[src/rtl/light_actuator.sv]
// light_actuator: slews a 16-lamp bank and a 16-level window shade toward a
// requested target. Lamps change one at a time to limit inrush current, and the
// shade moves one level per step. A one-cycle done pulse marks completion.
module light_actuator #(
  parameter int LAMP_GAP    = 2,
  parameter int STEP_CYCLES = 4
) (
  input  logic        clk,
  input  logic        rst,
  input  logic        req_valid,
  output logic        req_ready,
  input  logic [15:0] req_lightstate,
  input  logic [3:0]  req_wshade,
  output logic [15:0] lamp_on,
  output logic [3:0]  shade_pos,
  output logic        busy,
  output logic        done
);

  // Each timer is wide enough to hold its parameter minus one; a parameter of
  // 1 still needs a 1-bit counter that wraps on every edge.
  localparam int LW = (LAMP_GAP > 1) ? $clog2(LAMP_GAP) : 1;
  localparam int SW = (STEP_CYCLES > 1) ? $clog2(STEP_CYCLES) : 1;
  localparam logic [LW-1:0] LAMP_LAST  = LW'(LAMP_GAP - 1);
  localparam logic [SW-1:0] SHADE_LAST = SW'(STEP_CYCLES - 1);

  localparam logic [1:0] S_IDLE  = 2'd0;
  localparam logic [1:0] S_APPLY = 2'd1;
  localparam logic [1:0] S_DONE  = 2'd2;

  logic [1:0]    state;
  logic [15:0]   tgt_l;
  logic [3:0]    tgt_s;
  logic [LW-1:0] lamp_cnt;
  logic [SW-1:0] shade_cnt;

  logic          lamp_wrap;
  logic          shade_wrap;
  logic          matched;
  logic [15:0]   lamp_diff;
  logic [15:0]   lamp_pick;

  // Isolate the lowest differing lamp bit (two's-complement trick) and decode
  // timer wraps and the "outputs already at target" condition.
  always_comb begin
    lamp_diff  = lamp_on ^ tgt_l;
    lamp_pick  = lamp_diff & (~lamp_diff + 16'd1);
    lamp_wrap  = (lamp_cnt == LAMP_LAST);
    shade_wrap = (shade_cnt == SHADE_LAST);
    matched    = (lamp_diff == 16'd0) && (shade_pos == tgt_s);
  end

  // Status outputs come straight from the state register; reset masks them so
  // nothing looks ready or busy while rst is held.
  always_comb begin
    req_ready = (state == S_IDLE) && !rst;
    busy      = (state == S_APPLY) && !rst;
    done      = (state == S_DONE) && !rst;
  end

  // Control FSM plus the two slew engines; the timers free-run through APPLY
  // so lamp and shade progress stay on their own fixed cadences.
  always_ff @(posedge clk) begin
    if (rst) begin
      state     <= S_IDLE;
      tgt_l     <= 16'd0;
      tgt_s     <= 4'd0;
      lamp_cnt  <= '0;
      shade_cnt <= '0;
      lamp_on   <= 16'd0;
      shade_pos <= 4'd0;
    end else begin
      case (state)
        S_IDLE: begin
          if (req_valid) begin
            tgt_l     <= req_lightstate;
            tgt_s     <= req_wshade;
            lamp_cnt  <= '0;
            shade_cnt <= '0;
            state     <= S_APPLY;
          end
        end
        S_APPLY: begin
          lamp_cnt  <= lamp_wrap ? '0 : lamp_cnt + LW'(1);
          shade_cnt <= shade_wrap ? '0 : shade_cnt + SW'(1);
          if (matched) begin
            state <= S_DONE;
          end else begin
            if (lamp_wrap) begin
              lamp_on <= lamp_on ^ lamp_pick;
            end
            if (shade_wrap) begin
              if (shade_pos < tgt_s) begin
                shade_pos <= shade_pos + 4'd1;
              end else if (shade_pos > tgt_s) begin
                shade_pos <= shade_pos - 4'd1;
              end
            end
          end
        end
        S_DONE: begin
          state <= S_IDLE;
        end
        default: begin
          state <= S_IDLE;
        end
      endcase
    end
  end

endmodule

[config.mk]
export PLATFORM = sky130hd
export DESIGN_NAME = light_actuator
export DESIGN_NICKNAME = d
export VERILOG_FILES = /design/src/rtl/light_actuator.sv
export SDC_FILE = /design/constraint.sdc
export NUM_CORES = 1
export LEC_CHECK = 0
export CAP_MARGIN = 0
export CORE_AREA = 3 3 84 86
export CTS_CLUSTER_DIAMETER = 120
export DETAILED_ROUTE_END_ITERATION = 16
export DIE_AREA = 0 0 87 89
export GPL_TIMING_DRIVEN = 0
export PLACE_DENSITY = 0.59
export SYNTH_ARGS = -nofsm -noshare
export SYNTH_HDL_FRONTEND = slang
export SYNTH_SLANG_ARGS = --single-unit
[constraint.sdc]
create_clock -name clk -period 2.65 [get_ports clk]
set_input_delay 0.53 -clock clk [delete_from_list [all_inputs] [get_ports clk]]
set_output_delay 0.53 -clock clk [all_outputs]
set_load 0.1 [all_outputs]
-- Word-level counts from Yosys, hierarchy flattened
Cells that the tools add are included.
- add/subtract/negate cells: 5
- $lt $le $gt $ge: 2
- equal/unequal tests: 6
- mux-type cells: 11
- bitwise gates (word level): 5
- reduce and logical (&&, ||, !) cells: 14
- operators with widths (cell ; count):
    16-bit XOR ; 2
    16-bit by 1-bit adder with 16-bit output, second input constant ; 1
    16-bit AND ; 1
    16-bit zero test ; 1
    16-bit inverter ; 1
    2-bit 2-to-1 mux ; 4
    4-bit 2-to-1 mux ; 2
    2-bit case mux with 2 select lines ; 2
    2-bit AND reduction ; 3
    4-bit by 1-bit adder with 4-bit output, second input constant ; 1
    2-bit equality test, second input constant ; 2
    4-bit equality test ; 1
    4-bit > comparator ; 1
    1-bit logical AND ; 4
    4-bit < comparator ; 1
    2-bit inequality test, second input constant ; 2
    4-bit AND reduction ; 1
    2-bit nonzero test ; 2
    4-bit by 1-bit subtractor with 4-bit output, second input constant ; 1
    3-bit AND reduction ; 1
    2-bit by 1-bit adder with 2-bit output, second input constant ; 1
    2-bit by 1-bit equality test with 1-bit output, second input constant ; 1
    2-bit zero test ; 1
    1-bit 2-to-1 mux ; 2
    other kinds (4) ; 4
- flip-flop bits (word level): 45
- bits of input ports: 23
- output and inout bits: 23
- logic and storage cells: 50

-- Logic depth before layout (Yosys ltp)
Gate-level depths: netlist of the first run.
- depth after elaboration: 5
- gate-level depth with buffers: 11
- gate-level depth less buffers: 11

-- Worst setup path after synthesis of the first run
Ideal clock, no wire load.
- path kind: input -> output
- start point: in rst
- end point: out done
- data arrival time: 2.937 ns
- data required time: 2.120 ns
- path slack: -0.817 ns
- stages: 2
- path buffers: 1
- cell sequence: clkbuf_1 -> nor3b_1
- word-level cells in the longest chain between the ends: 2
- RTL lines (item ; RTL line ; source):
    start, declared ; 9 ; input logic rst,
    1-bit zero test ; 58 ; done = (state == S_DONE) && !rst;
    1-bit logical AND ; 58 ;
    end, declared ; 17 ; output logic done
Every way passes these cells.

-- Worst setup path after layout of the first run
Ends and elaborated chain as after synthesis.

==> impl_metrics.toml, run 1 <==
[critical_path]
crit_path_cell_trace = "clkdlybuf4s50_1 -> clkbuf_4 -> nor3b_2 -> clkdlybuf4s18_2"
cp_top_family = "buffers and inverters"
crit_fanout = 10
cpPeakStageDelay_ns = 0.55
cp_data_required_time_ns = 2.12
worstSetupPathType = "input port to primary output"
arrival_ns = 2.01
start_kind = "input port"
critical_path_buf_inv_count = 3
slowest_stage = "clkdlybuf4s18_2"
endpoint_kind = "primary output"

[clock_network]
cts_buffers = 5
post_cts_buffers = 0
clk_path_buf_depth = 2
tritoncts = "yes"
h-tree-depth = 2
clkTransAtPathRegs_ns = 0.09
clk_latency_ns = 0.30
cts-root-buf = "clkbuf_8"
ctsHoldBuffers = 0
clkSinkCount = 45

[pwr]
seqPwrFrac_pct = 47.1
switchingPower_mw = 0.446
clock_power_share_pct = 34.5
p_int_mw = 1.10
vdd_drop_max_v = 0.000241
switching_share_pct = 28.9
p_leak_nw = 1.13
total_power_mw = 1.54
p_per_area_nw_per_um2 = 533
p_comb_share_pct = 18.4

[worst_hold_path]
hp-class = "register to register"

[drt]
wl_um = 4980
drt_iter0_markers = 46
highest_layer = "met4"
drc = 0
dr.pass1.iters = 4
wl_per_cell_um = 12.9
wl_met2_um = 2470
route.met3.wl_um = 161
wirelength_met1_um = 2280
routed_via_density = 4.84
num_vias = 1870
antenna_left = 0

[die]
start_util_pct = 34.8
rows = 29
coreArea_um2 = 6350
die_y_um = 89
die-area_um2 = 7740
io_pins = 46
die_w_um = 87

[placement]
port_buffers = 45
dp.cells = 378
post-dp-hpwl_um = 3760
dp_slack_ns = -1.05
gp_congestion = 0.790

[logic_synthesis]
synthMuxAreaShare_pct = 5.89
ys_types = 40
synth_compound_area_share_pct = 14.0
yosys.area_share.simple_pct = 22.0
ys_seq_area_share_pct = 40.8
synthCells = 256
syn-num-nets = 287
yosys_warnings = 0
synth.avg_cell_area_um2 = 8.63
synth_top_family_by_area = "simple AND/OR/NAND/NOR gates"
synth_xor_area_share_pct = 8.89
netlist_area_um2 = 2210
ys_ff_latch = 45
yosys.area_share.adder_pct = 4.87

[sta]
timing.fmax_mhz = 393
setup-violations-final = 0
post-route-min-period_ns = 2.54
worst_pin_slew_ns = 0.972
fin_worst_skew_ns = 0.00452
rsz0062_at_grt = "false"
fin_crit_sh_pct = 96.0
slew_viol_final = 0
finalHoldViolations = 0
slew_headroom_pct = 35.0
fin_ws_ns = 0.105
fin_setup_tns_ns = 0

[global_routing]
grt.overflow.total = 0
grt_max_degree = 16
grtUsageTotal_pct = 13.6
antenna_found_initial = 0
grt_pass1_vias = 1705
grt_pass1_wl_um = 8060

[flow_run]
maxCapViolations = 0

[cells_and_area]
num_antenna_cells = 0
drive_gt1_share_pct = 12.0
layout.nets = 339
final_cell_count_no_fill = 386
fin_util_pct = 45.6
syn2layout_area_growth_pct = 31.1

[outcome]
status = "complete, no violations"
layout make-up:
cell class	count	area (um^2)
sequential	45	910
timing repair buffer	45	449
fill	641	3450
tap	77	96.3
clock buffer	5	68.8
clock inverter	3	46.3
buffer	11	55.1
multi-input combinational	192	1240
inverter	8	30.0
synthesized netlist by cell type:
cell type,instances,area (um^2)
nor3_1,4,20.0
nand3_2,1,10.0
buf_1,1,3.75
buf_2,1,5.00
o21bai_1,1,7.51
or2_1,1,6.26
clkbuf_1,8,30.0
a21o_1,2,15.0
a21oi_1,28,140
o21ai_1,3,15.0
nor2b_1,4,25.0
and4_4,1,11.3
nand2_1,48,180
nand4_1,3,18.8
a41oi_1,2,17.5
o2111ai_2,1,15.0
or3_1,2,12.5
xor2_1,4,35.0
o211ai_2,1,12.5
o21ai_2,1,8.76
xnor2_2,4,65.1
nor2_1,24,90.1
or4b_4,1,13.8
nand3_1,6,30.0
o211ai_4,1,21.3
mux2i_1,13,130
ha_1,7,87.6
o21ai_0,6,30.0
fa_1,1,20.0
nand2b_1,2,12.5
xnor2_1,11,96.3
and3_1,1,6.26
buf_6,1,11.3
nor3b_1,2,15.0
inv_1,8,30.0
o41ai_1,3,26.3
and2_1,1,6.26
nor4_4,1,21.3
and2_0,1,6.26
dfxtp_1,45,901
repair_timing:
action | CTS | global route
endpoints found under the setup margin | 3 | 3
resized for setup | 11 | 6
endpoints found under the hold margin | 0 | 0
cell usage in the layout, fill, tap and decap left out, drive strengths merged:
master | synthesis | layout
clkdlybuf4s15 | 0 | 1
or2 | 1 | 1
a41oi | 2 | 2
fa | 1 | 1
and3 | 1 | 1
nor3b | 2 | 2
nand4 | 3 | 3
and2 | 2 | 2
clkbuf | 8 | 14
a21oi | 28 | 28
inv | 8 | 8
clkinv | 0 | 1
a21o | 2 | 2
o21bai | 1 | 1
o21ai | 10 | 10
xnor2 | 15 | 15
nor4 | 1 | 1
o41ai | 3 | 3
ha | 7 | 7
nand2 | 48 | 48
nor2b | 4 | 4
o211ai | 2 | 2
or4b | 1 | 1
xor2 | 4 | 4
clkdlybuf4s50 | 0 | 42
dfxtp | 45 | 45
mux2i | 13 | 13
nor2 | 24 | 24
or3 | 2 | 2
and4 | 1 | 1
nand3 | 7 | 7
clkdlybuf4s18 | 0 | 1
o2111ai | 1 | 1
buf | 3 | 3
bufinv | 0 | 1
nand2b | 2 | 2
clkinvlp | 0 | 1
nor3 | 4 | 4
stage by stage:
step	cell area, um^2	hold WS (ns)
floorplan	2230	0.436
global placement	2780	0.446
detailed placement	2780	0.450
CTS	2900	0.462
global route	2900	0.476
finish	2900	0.458
final timing paths:
path / start / slack, ns / cells past startpoint / end
max: rst / 0.11 / 4 / done
min: tgt_s[2] / 0.46 / 2 / tgt_s[2]
max reg2reg: shade_pos[2] / 0.21 / 10 / shade_pos[3]
min reg2reg: tgt_s[2] / 0.46 / 2 / tgt_s[2]
metal layers:
metal	global-route usage [%]	up-vias
li1	-	974
met5	0	-
met1	16.9	866
met3	3.04	4
met2	22.8	26
met4	5.52	0
worst reg2reg max path: cells and delay by family, from the launching register on:
kind	cells	cell delay (ns)
AOI/OAI and AO/OA	6	0.99
adders and majority gates	2	0.62
DFF	1	0.35
and+or+nand+nor	1	0.31
xor gates and xnor gates	1	0.10
power groups by stage:
stage          registers [mW]  clock network (mW)  logic [mW]
2_1_floorplan           0.746                   0       0.194
3_3_place_gp            0.742                   0       0.284
3_5_place_dp            0.743                   0       0.287
4_1_cts                 0.727               0.548       0.288
5_1_grt                 0.731               0.576       0.315
6_report                0.726               0.533       0.284
kinds of logic (layout without fill, tap and decap cells):
kind of cell	count (synthesis)	in the layout
AO/OA/AOI/OAI	49	49
XOR/XNOR	19	19
adder cells (fa/ha/maj)	8	8
buffers and inverters	19	72
flip-flops	45	45
multiplexers	13	13
AND/OR/NAND/NOR	103	103
No activity file was read; power rests on OpenSTA's default activity.
==> inputs of run 2 (changes only) <==
CELL_PAD_IN_SITES_DETAIL_PLACEMENT = 1   (was not set)
CELL_PAD_IN_SITES_GLOBAL_PLACEMENT = 1   (was not set)
CTS_CLUSTER_DIAMETER = not set   (was 120)
PLACE_DENSITY = 0.75   (was 0.59)
==> run 2 against run 1 <==
Effect of this change: utilization decreased by 0.24 points; critical path depth unchanged; power fell by 6.1%; sequential power about the same; global-route usage is 1.3 points higher; worst setup slack lost 0.012 ns; cell area shrank 0.52%; via count up 3.5%; first-iteration DRC count decreased by 28%; critical path type unchanged.
==> impl_metrics.toml, run 2 (same netlist as run 1, synthesis figures left out) <==
[drt]
wirelength_met1_um = 2430
num_vias = 1935
wl_um = 5370
drt_iter0_markers = 33
wl_met2_um = 2700
routed_via_density = 5.00
highest_layer = "met4"
route.met3.wl_um = 161
drc = 0
dr.pass1.iters = 4
antenna_left = 0
wl_per_cell_um = 13.9

[clock_network]
clk_path_buf_depth = 2
clkSinkCount = 45
cts_buffers = 5
h-tree-depth = 2
cts-root-buf = "clkbuf_8"
tritoncts = "yes"
ctsHoldBuffers = 0
clk_latency_ns = 0.31
clkTransAtPathRegs_ns = 0.09

[pwr]
switchingPower_mw = 0.448
clock_power_share_pct = 29.6
switching_share_pct = 30.9
p_per_area_nw_per_um2 = 503
vdd_drop_max_v = 0.000201
p_comb_share_pct = 20.3
p_int_mw = 1.00
seqPwrFrac_pct = 50.2
p_leak_nw = 1.13

[sta]
slew_viol_final = 0
fin_worst_skew_ns = 0.0128
fin_crit_sh_pct = 96.5
timing.fmax_mhz = 391
slew_headroom_pct = 33.2
fin_ws_ns = 0.0936
worst_pin_slew_ns = 0.999
fin_setup_tns_ns = 0
post-route-min-period_ns = 2.56
setup-violations-final = 0
finalHoldViolations = 0
rsz0062_at_grt = "false"

[die]
coreArea_um2 = 6350
rows = 29
start_util_pct = 34.8
die-area_um2 = 7740
die_y_um = 89
die_w_um = 87
io_pins = 46

[critical_path]
critical_path_buf_inv_count = 3
crit_path_cell_trace = "clkdlybuf4s50_1 -> clkbuf_4 -> nor3b_2 -> clkdlybuf4s18_2"
cp.depth = 4
r2r_end = "shade_pos[3]"
worstSetupPathType = "input port to primary output"
cpPeakStageDelay_ns = 0.55
slowest_stage = "clkdlybuf4s18_2"
endpoint_kind = "primary output"
r2r_slack_ns = 0.27
cp_top_family = "buffers and inverters"
r2r_cells = 10
crit_fanout = 10
reg2reg_from = "shade_pos[2]"
cp_data_required_time_ns = 2.12
arrival_ns = 2.03
start_kind = "input port"

[cells_and_area]
syn2layout_area_growth_pct = 30.4
layout.nets = 340
postLayoutCellArea_um2 = 2880
num_antenna_cells = 0
fin_util_pct = 45.4
drive_gt1_share_pct = 12.6
layout_commonest_cell = "nand2_1"
mostFrequentLayoutCells = "nand2_1, clkdlybuf4s50_1, dfxtp_1, a21oi_1, nor2_1"

[placement]
gp_congestion = 0.755
dpl-instance-area_um2 = 2780
dp_slack_ns = -1.09
post-dp-hpwl_um = 4180
port_buffers = 45

[global_routing]
grt_max_degree = 15
grt_pass1_wl_um = 9090
antenna_found_initial = 0
grtUsageTotal_pct = 14.9
grt_pass1_vias = 1962
grt.overflow.total = 0

[flow_run]
maxCapViolations = 0

[outcome]
status = "complete, no violations"

[worst_hold_path]
hold_path_end = "tgt_s[3]"
worstHoldStart = "tgt_s[3]"
hp-class = "register to register"
hold-path-cell-count = 2
## run 2: worst min-delay path, delay by kind of cell (launching register included)
| kind | cells | cell delay (ns) |
|---|---|---|
| AOI/OAI and AO/OA | 1 | 0.05 |
| DFF | 1 | 0.32 |
| and+or+nand+nor | 1 | 0.05 |
## run 2: how the worst max path moves through the flow
stage	from	to	slack (ns)
2_1_floorplan	register	register	0.01
3_3_place_gp	rst	busy	-1.09
3_5_place_dp	rst	busy	-1.09
4_1_cts	rst	busy	-0.19
5_1_grt	rst	done	0.005
6_report	rst	done	0.09
## run 2: routing by layer
metal / track usage [%] / up-vias
li1: - / 975
met1: 18.7 / 920
met2: 26.0 / 33
met3: 2.67 / 7
met4: 4.25 / 0
met5: 0 / -
## run 2: area by class of cell
type | count | area (um^2)
Sequential cell | 45 | 910
Fill cell | 751 | 3470
Inverter | 8 | 30.0
Timing Repair Buffer | 46 | 457
Clock buffer | 5 | 68.8
Buffer | 11 | 57.6
Multi-Input combinational cell | 192 | 1240
Clock inverter | 3 | 17.5
Tap cell | 77 | 96.3
## run 2: power groups by stage
stage,Combinational (mW),Sequential [mW],Clock [mW]
3_3_place_gp,0.285,0.742,0
2_1_floorplan,0.194,0.746,0
5_1_grt,0.328,0.732,0.475
3_5_place_dp,0.292,0.744,0
6_report,0.294,0.727,0.429
4_1_cts,0.293,0.728,0.442
## run 2: stage by stage
stage | power, mW | hold WS, ns | cells
6_report | 1.45 | 0.465 | 387
5_1_grt | 1.54 | 0.493 | 387
4_1_cts | 1.46 | 0.471 | 386
3_5_place_dp | 1.04 | 0.458 | 378
3_3_place_gp | 1.03 | 0.445 | 378
2_1_floorplan | 0.940 | 0.436 | 256
## run 2: repair_timing
item / in CTS / in global routing
gates cloned: 0 / 0
gates resized for setup: 12 / 8
buffers inserted: 0 / 1
pin swaps: 0 / 1
setup endpoints to repair: 3 / 4
